===== src/rtl/traffic_safety_monitor_if.sv =====
// Controller-to-lamp bus for traffic_safety_monitor: controller colours, tick and
// fault clear flow in; registered lamp drive and fault status flow out.
interface traffic_safety_monitor_if;
  logic       tick;
  logic       ns_g, ns_y, ns_r;
  logic       ew_g, ew_y, ew_r;
  logic       clr_fault;
  logic       lamp_ns_g, lamp_ns_y, lamp_ns_r;
  logic       lamp_ew_g, lamp_ew_y, lamp_ew_r;
  logic       fault;
  logic [2:0] fault_code;

  modport master (
    output tick, ns_g, ns_y, ns_r, ew_g, ew_y, ew_r, clr_fault,
    input  lamp_ns_g, lamp_ns_y, lamp_ns_r, lamp_ew_g, lamp_ew_y, lamp_ew_r,
    input  fault, fault_code
  );

  modport slave (
    input  tick, ns_g, ns_y, ns_r, ew_g, ew_y, ew_r, clr_fault,
    output lamp_ns_g, lamp_ns_y, lamp_ns_r, lamp_ew_g, lamp_ew_y, lamp_ew_r,
    output fault, fault_code
  );
endinterface


===== src/rtl/traffic_safety_monitor.sv =====
// Lamp-side safety monitor: checks controller colours for legality, sequence and
// phase duration, then drives lamps. Optional macro TSM_FLASH_EN flashes reds in FAULT.
module traffic_safety_monitor #(
  parameter int unsigned G_TICKS = 5,
  parameter int unsigned Y_TICKS = 2
) (
  input logic                     clk,
  input logic                     rst,
  traffic_safety_monitor_if.slave bus
);

  typedef enum logic [1:0] {ST_RUN = 2'd0, ST_FAULT = 2'd1, ST_SYNC = 2'd2} state_e;

  localparam logic [2:0] CODE_NONE     = 3'd0;
  localparam logic [2:0] CODE_ONEHOT   = 3'd1;
  localparam logic [2:0] CODE_CONFLICT = 3'd2;
  localparam logic [2:0] CODE_SEQ      = 3'd3;
  localparam logic [2:0] CODE_TIMING   = 3'd4;
  localparam logic [2:0] COL_G         = 3'b100;
  localparam logic [2:0] COL_Y         = 3'b010;
  localparam logic [2:0] COL_R         = 3'b001;
  localparam logic [5:0] LAMPS_RESET   = 6'b100_001;
  localparam logic [5:0] LAMPS_RED     = 6'b001_001;
  localparam logic [3:0] G_LIM         = 4'(G_TICKS);
  localparam logic [3:0] Y_LIM         = 4'(Y_TICKS);

  function automatic logic onehot3(input logic [2:0] c);
    return (c == COL_G) || (c == COL_Y) || (c == COL_R);
  endfunction

  function automatic logic legal_step(input logic [2:0] p, input logic [2:0] c);
    return ((p == COL_G) && (c == COL_Y)) || ((p == COL_Y) && (c == COL_R)) ||
           ((p == COL_R) && (c == COL_G));
  endfunction

  state_e     state_q, state_d;
  logic [2:0] prev_ns_q, prev_ns_d, prev_ew_q, prev_ew_d;
  logic [3:0] phase_cnt_q, phase_cnt_d;
  logic [5:0] lamp_q, lamp_d;
  logic       fault_q, fault_d;
  logic [2:0] fault_code_q, fault_code_d;
  logic [2:0] code_s;
  logic       fault_red_s;

  logic [2:0] cur_ns_s, cur_ew_s;
  logic       onehot_bad_s, conflict_bad_s, seq_bad_s, timing_bad_s;
  logic       ns_enter_s, ew_enter_s, ns_exit_s, ew_exit_s, handover_s, phase_chg_s;
  logic       clr_ok_s;
  logic [3:0] limit_s;

  assign cur_ns_s       = {bus.ns_g, bus.ns_y, bus.ns_r};
  assign cur_ew_s       = {bus.ew_g, bus.ew_y, bus.ew_r};
  assign onehot_bad_s   = !onehot3(cur_ns_s) || !onehot3(cur_ew_s);
  assign conflict_bad_s = (bus.ns_r == bus.ew_r);
  assign clr_ok_s       = bus.clr_fault && !onehot_bad_s && !conflict_bad_s;
  assign phase_chg_s    = (cur_ns_s != prev_ns_q) || (cur_ew_s != prev_ew_q);
  assign ns_enter_s     = (prev_ns_q == COL_R) && (cur_ns_s == COL_G);
  assign ew_enter_s     = (prev_ew_q == COL_R) && (cur_ew_s == COL_G);
  assign ns_exit_s      = (prev_ns_q == COL_Y) && (cur_ns_s == COL_R);
  assign ew_exit_s      = (prev_ew_q == COL_Y) && (cur_ew_s == COL_R);
  assign handover_s     = (ns_enter_s && ew_exit_s) || (ew_enter_s && ns_exit_s);
  assign seq_bad_s      = ((cur_ns_s != prev_ns_q) && !legal_step(prev_ns_q, cur_ns_s)) ||
                          ((cur_ew_s != prev_ew_q) && !legal_step(prev_ew_q, cur_ew_s)) ||
                          (ns_enter_s && !ew_exit_s) || (ew_enter_s && !ns_exit_s);
  // The active phase is whichever direction was not red on the previous cycle.
  assign limit_s        = ((prev_ns_q == COL_G) || (prev_ew_q == COL_G)) ? G_LIM : Y_LIM;
  assign timing_bad_s   = phase_chg_s ? (phase_cnt_q != limit_s)
                                      : (bus.tick && (phase_cnt_q >= limit_s));

  // Lowest code wins when several checks fail together.
  always_comb begin
    if (onehot_bad_s) begin
      code_s = CODE_ONEHOT;
    end else if (conflict_bad_s) begin
      code_s = CODE_CONFLICT;
    end else if (seq_bad_s) begin
      code_s = CODE_SEQ;
    end else if (timing_bad_s) begin
      code_s = CODE_TIMING;
    end else begin
      code_s = CODE_NONE;
    end
  end

  // State register and all datapath flops.
  always_ff @(posedge clk) begin
    if (rst) begin
      state_q      <= ST_RUN;
      prev_ns_q    <= COL_G;
      prev_ew_q    <= COL_R;
      phase_cnt_q  <= 4'd0;
      lamp_q       <= LAMPS_RESET;
      fault_q      <= 1'b0;
      fault_code_q <= CODE_NONE;
    end else begin
      state_q      <= state_d;
      prev_ns_q    <= prev_ns_d;
      prev_ew_q    <= prev_ew_d;
      phase_cnt_q  <= phase_cnt_d;
      lamp_q       <= lamp_d;
      fault_q      <= fault_d;
      fault_code_q <= fault_code_d;
    end
  end

  // Next-state logic.
  always_comb begin
    state_d = state_q;
    case (state_q)
      ST_RUN: begin
        if (code_s != CODE_NONE) state_d = ST_FAULT;
        else                     state_d = ST_RUN;
      end
      ST_FAULT: begin
        if (clr_ok_s) state_d = ST_SYNC;
        else          state_d = ST_FAULT;
      end
      ST_SYNC: begin
        if (onehot_bad_s || conflict_bad_s) state_d = ST_FAULT;
        else if (handover_s)                state_d = ST_RUN;
        else                                state_d = ST_SYNC;
      end
      default: state_d = ST_FAULT;
    endcase
  end

`ifdef TSM_FLASH_EN
  logic flash_q, flash_d;

  // Red flash phase: lit on fault entry and in SYNC, toggled by ticks while held in FAULT.
  always_comb begin
    if ((state_q == ST_FAULT) && (state_d == ST_FAULT)) begin
      if (bus.tick) flash_d = !flash_q;
      else          flash_d = flash_q;
    end else begin
      flash_d = 1'b1;
    end
  end

  // Flash phase register.
  always_ff @(posedge clk) begin
    if (rst) flash_q <= 1'b1;
    else     flash_q <= flash_d;
  end

  assign fault_red_s = flash_d;
`else
  assign fault_red_s = 1'b1;
`endif

  // Output and datapath next values.
  always_comb begin
    prev_ns_d    = cur_ns_s;
    prev_ew_d    = cur_ew_s;
    phase_cnt_d  = phase_cnt_q;
    lamp_d       = LAMPS_RED;
    fault_d      = fault_q;
    fault_code_d = fault_code_q;
    case (state_q)
      ST_RUN: begin
        if (code_s != CODE_NONE) begin
          fault_d      = 1'b1;
          fault_code_d = code_s;
        end else begin
          lamp_d = {cur_ns_s, cur_ew_s};
          if (phase_chg_s)   phase_cnt_d = {3'd0, bus.tick};
          else if (bus.tick) phase_cnt_d = phase_cnt_q + 4'd1;
          else               phase_cnt_d = phase_cnt_q;
        end
      end
      ST_FAULT: begin
        if (clr_ok_s) begin
          fault_d      = 1'b0;
          fault_code_d = CODE_NONE;
        end else begin
          lamp_d = {2'b00, fault_red_s, 2'b00, fault_red_s};
        end
      end
      ST_SYNC: begin
        if (onehot_bad_s || conflict_bad_s) begin
          fault_d      = 1'b1;
          fault_code_d = onehot_bad_s ? CODE_ONEHOT : CODE_CONFLICT;
        end else if (handover_s) begin
          lamp_d      = {cur_ns_s, cur_ew_s};
          phase_cnt_d = {3'd0, bus.tick};
        end else begin
          lamp_d = LAMPS_RED;
        end
      end
      default: fault_d = 1'b1;
    endcase
  end

  assign {bus.lamp_ns_g, bus.lamp_ns_y, bus.lamp_ns_r} = lamp_q[5:3];
  assign {bus.lamp_ew_g, bus.lamp_ew_y, bus.lamp_ew_r} = lamp_q[2:0];
  assign bus.fault      = fault_q;
  assign bus.fault_code = fault_code_q;

endmodule

===== src/flat_wrapper.sv =====
// flat-port wrapper written by rule: the top's interface ports become plain ports
module traffic_safety_monitor_flat 
#(
  parameter int unsigned G_TICKS = 5,
  parameter int unsigned Y_TICKS = 2
)
  (clk, rst, bus_tick, bus_ns_g, bus_ns_y, bus_ns_r, bus_ew_g, bus_ew_y, bus_ew_r, bus_clr_fault, bus_lamp_ns_g, bus_lamp_ns_y, bus_lamp_ns_r, bus_lamp_ew_g, bus_lamp_ew_y, bus_lamp_ew_r, bus_fault, bus_fault_code);
  traffic_safety_monitor_if bus_i ();
  input logic clk;
  input logic rst;
  input wire logic [$bits(bus_i.tick)-1:0] bus_tick;
  input wire logic [$bits(bus_i.ns_g)-1:0] bus_ns_g;
  input wire logic [$bits(bus_i.ns_y)-1:0] bus_ns_y;
  input wire logic [$bits(bus_i.ns_r)-1:0] bus_ns_r;
  input wire logic [$bits(bus_i.ew_g)-1:0] bus_ew_g;
  input wire logic [$bits(bus_i.ew_y)-1:0] bus_ew_y;
  input wire logic [$bits(bus_i.ew_r)-1:0] bus_ew_r;
  input wire logic [$bits(bus_i.clr_fault)-1:0] bus_clr_fault;
  output wire logic [$bits(bus_i.lamp_ns_g)-1:0] bus_lamp_ns_g;
  output wire logic [$bits(bus_i.lamp_ns_y)-1:0] bus_lamp_ns_y;
  output wire logic [$bits(bus_i.lamp_ns_r)-1:0] bus_lamp_ns_r;
  output wire logic [$bits(bus_i.lamp_ew_g)-1:0] bus_lamp_ew_g;
  output wire logic [$bits(bus_i.lamp_ew_y)-1:0] bus_lamp_ew_y;
  output wire logic [$bits(bus_i.lamp_ew_r)-1:0] bus_lamp_ew_r;
  output wire logic [$bits(bus_i.fault)-1:0] bus_fault;
  output wire logic [$bits(bus_i.fault_code)-1:0] bus_fault_code;
  assign bus_i.tick = bus_tick;
  assign bus_i.ns_g = bus_ns_g;
  assign bus_i.ns_y = bus_ns_y;
  assign bus_i.ns_r = bus_ns_r;
  assign bus_i.ew_g = bus_ew_g;
  assign bus_i.ew_y = bus_ew_y;
  assign bus_i.ew_r = bus_ew_r;
  assign bus_i.clr_fault = bus_clr_fault;
  assign bus_lamp_ns_g = bus_i.lamp_ns_g;
  assign bus_lamp_ns_y = bus_i.lamp_ns_y;
  assign bus_lamp_ns_r = bus_i.lamp_ns_r;
  assign bus_lamp_ew_g = bus_i.lamp_ew_g;
  assign bus_lamp_ew_y = bus_i.lamp_ew_y;
  assign bus_lamp_ew_r = bus_i.lamp_ew_r;
  assign bus_fault = bus_i.fault;
  assign bus_fault_code = bus_i.fault_code;
  traffic_safety_monitor #(.G_TICKS(G_TICKS), .Y_TICKS(Y_TICKS)) u_core (.clk(clk), .rst(rst), .bus(bus_i));
endmodule

===== config.mk =====
export PLATFORM = sky130hd
export DESIGN_NAME = traffic_safety_monitor_flat
export DESIGN_NICKNAME = d
export VERILOG_FILES = /design/src/rtl/traffic_safety_monitor_if.sv /design/src/rtl/traffic_safety_monitor.sv /design/src/flat_wrapper.sv
export SDC_FILE = /design/constraint.sdc
export NUM_CORES = 1
export LEC_CHECK = 0
export ABC_AREA = 1
export BUFFER_PORTS_ARGS = -buffer_cell sky130_fd_sc_hd__buf_2
export CORE_ASPECT_RATIO = 0.75
export CORE_MARGIN = 2
export CORE_UTILIZATION = 26
export DETAILED_ROUTE_END_ITERATION = 8
export PLACE_DENSITY_LB_ADDON = 0.15
export SLEW_MARGIN = 30
export SYNTH_ARGS = -nofsm -noshare
export SYNTH_HDL_FRONTEND = slang
export SYNTH_SLANG_ARGS = --single-unit

===== constraint.sdc =====
create_clock -name clk -period 2.05 [get_ports clk]
set_input_delay 0.41 -clock clk [delete_from_list [all_inputs] [get_ports clk]]
set_output_delay 0.41 -clock clk [all_outputs]
set_load 0.02 [all_outputs]

# After elaboration in Yosys (flattened, before gate mapping)
# Index checks and enable logic that the tools add are counted.
# classes
addsub	1
n_lt_le_gt_ge	1
eq_ne	25
muxes	30
n_reduce_logical	46
# op_table
cell	count
$mux 3	8
$mux 4	5
$mux 6	3
$logic_or 1x1->1	16
$logic_and 1x1->1	15
$eq 3x1->1 const B	4
$eq 3x2->1 const B	4
$eq 3x3->1 const B	4
$pmux 6 s2	1
$pmux 3 s3	1
$logic_not 1->1	8
$mux 2	4
$ne 2x1->1 const B	4
$pmux 4 s2	1
$ne 3x3->1	2
$pmux 2 s3	1
$reduce_bool 3->1	2
$mux 1	5
$reduce_and 5->1	1
$add 4x1->4 const B	1
$ge 4x4->1	1
$ne 2x2->1 const B	2
$ne 4x4->1	1
$reduce_and 4->1	1
other kinds (8)	8
# totals
regBits	22
inputBits	10
output_inout_bits	10
word_cells	110

# Depth between registers and ports, before layout
# depth
ltp_word	15
mapped_depth	17

# Worst setup path before layout
# OpenSTA, ideal clock, no wires.
# synth_timing
path_kind	register to register
start	register u_core.prev_ns_q[1]
end	register u_core.phase_cnt_q[2]
setup_time_ns	0.114
arrival_time_ns	1.732
required_time_ns	1.936
slack_ns	0.204
path_stages_with_launch	17
n_path_buf	0
synth_period_minus_slack_ns	1.846
cell_sequence	dfxtp_1 inv_1 nand3_1 nand2_1 ha_1 inv_1 o21bai_1 nand3_1 nand3_1 nand2_1 inv_1 a21oi_4 nand2_2 nand2_4 nand2_4 a21oi_1 nor2_1
# synth_between
elab_chain_cells	15
# synth_rtl
element	line	text
start, declared	traffic_safety_monitor.sv:37	logic [2:0] prev_ns_q, prev_ns_d, prev_ew_q, prev_ew_d;
start signal, assigned	traffic_safety_monitor.sv:97	prev_ns_q <= prev_ns_d;
parallel branches: the longest is 15 deep, another holds $ge 4x4->1	n/a	
end signal, assigned	traffic_safety_monitor.sv:99	phase_cnt_q <= phase_cnt_d;
end, declared	traffic_safety_monitor.sv:38	logic [3:0] phase_cnt_q, phase_cnt_d;
# Parallel ways; which one is timed is not known. The select of a mux whose other input is x is not followed.
# A chain may end at the register's enable or synchronous reset.

# Final worst setup path
# layout_timing
start	register u_core.prev_ns_q[0]
end	register u_core.phase_cnt_q[2]
# The elaborated chain is that of the path after synthesis.

==> impl_results.md <==
- WL per Instance: 11.19 um
- H-tree levels: 1
- Synthesis Warnings: 0
- Most common cell after layout, fill and taps aside: nand2_1
- CP Capture Type: flop
- Share of layout cells above drive strength 1: 28.51%
- Worst-path clk slew: about 80 ps
- Crit path largest cell delay: 340 ps
- Overall Global Routing Usage: between 10% and 20%
- VDD IR max: 204.7 uV
- Routability cong.: 0.7717
- Biggest area consumer among synthesized cells: dfxtp_1
- CTS tree: yes
- Die Area: 0.006202 mm^2
- Cts hold-fix bufs: 0
- Setup CP Type: reg -> reg
- Hold wc startpoint: bus_ns_g
- Fmax: 526.5 MHz
- Max-cap violation count: 0
- Synth Instances: approximately 220
- Row count: 23
- Pleak: approximately 0.9 nW
- Power Total: 1.044 mW
- Placed cell count: 319
- Setup TNS: 0 ps
- Synth cell types: 24
- Vias in the first global route: between 1000 and 1500
- Worst path cell trace: inv_2, nand3_4, nand2_4, ha_4, inv_1, o21bai_1, nand3_1, nand3_1, nand2_1, inv_1, a21oi_4, nand2_2, nand2_4, nand2_4, a21oi_1, nor2_1
- Starting Density: between 20% and 30%
- Worst-skew pair later-pin latency: 260 ps
- RR Startpoint: u_core.prev_ns_q[0]
- Antenna fix cells: 0
- Power per cell area: 567.3 mW/mm^2
- Tightest Pin Transition: around 410 ps
- Setup violations, final: 0
- Bufs on Longest Clock Path: 2
- Nets: about 270
- Req. time, crit path: 2220 ps
- CP top delay family: simple AND/OR/NAND/NOR gates
- Final ANT Viol Nets: 0
- Synth top area share: 30.34%
- Die Span Y: 68.71 um
- Number of DRC markers in iteration 0: 69
- Net Count, Synth: around 240
- Max-slew headroom: about 73%
- Drt drc: 0
- WHS Endpoint: u_core.prev_ns_q[2]
- Largest net degree at the start of global routing: 13
- Slowest CP cell: dfxtp_2
- Clk sinks: 22
- Detail Placement HPWL: 2862 um
- Core Region: 0.005353 mm^2
- Design area: 0.001841 mm^2
- Number of fill cells: ~600
- Die X: around 90 um
- Critical path data arrival time: 2070 ps
- Setup slack, reg-to-reg: 150 ps
- Setup WS post-layout: 150.5 ps
- Initial antenna violation count: 0
- First-pass GRT wire length: 6168 um
- Most frequent cells in the layout: 40 x nand2_1, 32 x nor2_1, 31 x inv_1
- CP dominant cell by count: nand2_4
- Crit share post-route: 92.66%
- Post-synthesis instance area: 0.001451 mm^2
- Place WS: -51.89 ps
- Max-slew violations: 0
- Port bufs: 19
- Post-synthesis async set-or-reset flop share: 0%
- R2r endpoint: u_core.phase_cnt_q[2]
- CP max FO: 8
- I/O pin count: 20
- Worst R2R Path Depth: 16
- Total grt overflow: 0
- Hold path depth: 3
- DP Area: 0.001700 mm^2
- Routed vias: 1381
- Critical Path Source Type: flop
- Status: finished clean
- Minimum clock period: 1900 ps
- WL final: 3624 um
- Layout area overhead: 26.81%
- Final non-filler cell total: 324
- Synthesized area per cell: 6.658 um^2
- Synth Flop Type: dfxtp_1
- TritonCTS buffer count: 3
- Final Skew: 2.638 ps
- EDFF count, synth: 0
- CTS Root Cell: clkbuf_8
- Synth area leaders: dfxtp_1 30%, nand2_1 11%, inv_1 9.3%
- Buf/Inv on CP: 3
- Register area share after synthesis: 30.34%
- Fin. Hold Viols: 0
- HP Class: in -> reg
- DR vias/cell: 4.262
- First-pass DRT Iterations: 4
- Register bit total from synthesis: 22
-- kinds of logic after synthesis --
group	Yosys count	synth area share, %
adder cells (fa/ha/maj)	8	6.897
buffers and inverters	42	10.86
AO/OA/AOI/OAI	17	8.017
AND/OR/NAND/NOR	123	40.26
flip-flops	22	30.34
XOR/XNOR	6	3.621
-- power by group --
part,switching [mW],internal [mW]
registers,0.0214,0.454
logic,0.175,0.112
clock network,0.150,0.131
total,0.346,0.698
-- how the worst max path moves through the flow --
stage / from / endpoint / depth (start not counted)
floorplan: u_core.prev_ns_q[1] / u_core.phase_cnt_q[2] / 16
global placement: u_core.prev_ns_q[0] / u_core.lamp_q[5] / 13
detailed placement: u_core.prev_ns_q[0] / u_core.lamp_q[5] / 13
CTS: u_core.prev_ns_q[0] / u_core.phase_cnt_q[2] / 15
global route: u_core.prev_ew_q[1] / u_core.phase_cnt_q[0] / 17
finish: u_core.prev_ns_q[0] / u_core.phase_cnt_q[2] / 16
-- per-layer routing --
metal	GRT usage, %	vias to the layer above	part of all wire (%)
met2	20.11	34	38
li1	-	747	-
met5	0	-	0
met4	2.308	0	0.55
met3	3.696	2	5.4
met1	17.48	598	56
-- sequential cells by signal, indices dropped and copies added (netlist names) --
signal	cells
u_core.bus.fault	1
u_core.bus.fault_code	3
u_core.lamp_q	6
u_core.phase_cnt_q	4
u_core.prev_ew_q	3
u_core.prev_ns_q	3
u_core.state_q	2
-- tightest hold or removal path: cells and delay by family --
family,cells,cell delay (ps)
buffers and inverters,2,210
and+or+nand+nor,1,50
-- per-stage QoR --
stage | hold WS, ps | util [%]
after floorplan | 495.6 | -
after global placement | 496.7 | 31.77
after detailed placement | 470.6 | 31.77
after CTS | 438.8 | 32.89
after global routing | 442.4 | 34.39
final | 436.0 | 34.39
-- what timing repair did --
| action | 4_1_cts | 5_1_grt |
|---|---|---|
| setup buffers | 0 | 2 |
| gates cloned | 0 | 0 |
| endpoints found under the setup margin | 3 | 14 |
| endpoints found under the hold margin | 0 | 0 |
| gates resized for setup | 4 | 18 |
| pin swaps | 2 | 7 |
-- cell usage after synthesis (3+ instances only) --
library cell,instances
xnor2_1,5
nand2_2,5
nor3_1,6
nor2_2,3
nand3_1,24
inv_2,4
nand4_1,4
nor2_1,32
ha_1,8
a21oi_1,8
nor2_4,3
o21ai_0,3
dfxtp_1,22
inv_1,36
nand2_1,41
-- final cells by class --
| class | instances | area, um^2 | share of cell area [%] |
|---|---|---|---|
| clock buffers | 3 | 41.29 | 2.243 |
| inverters | 40 | 150.1 | 8.158 |
| multi-input cells | 154 | 929.6 | 50.51 |
| flip-flops and latches | 22 | 447.9 | 24.34 |
| well taps | 75 | 93.84 | 5.099 |
| repair buffers | 30 | 177.7 | 9.653 |
No activity file was read; power rests on OpenSTA's default activity.
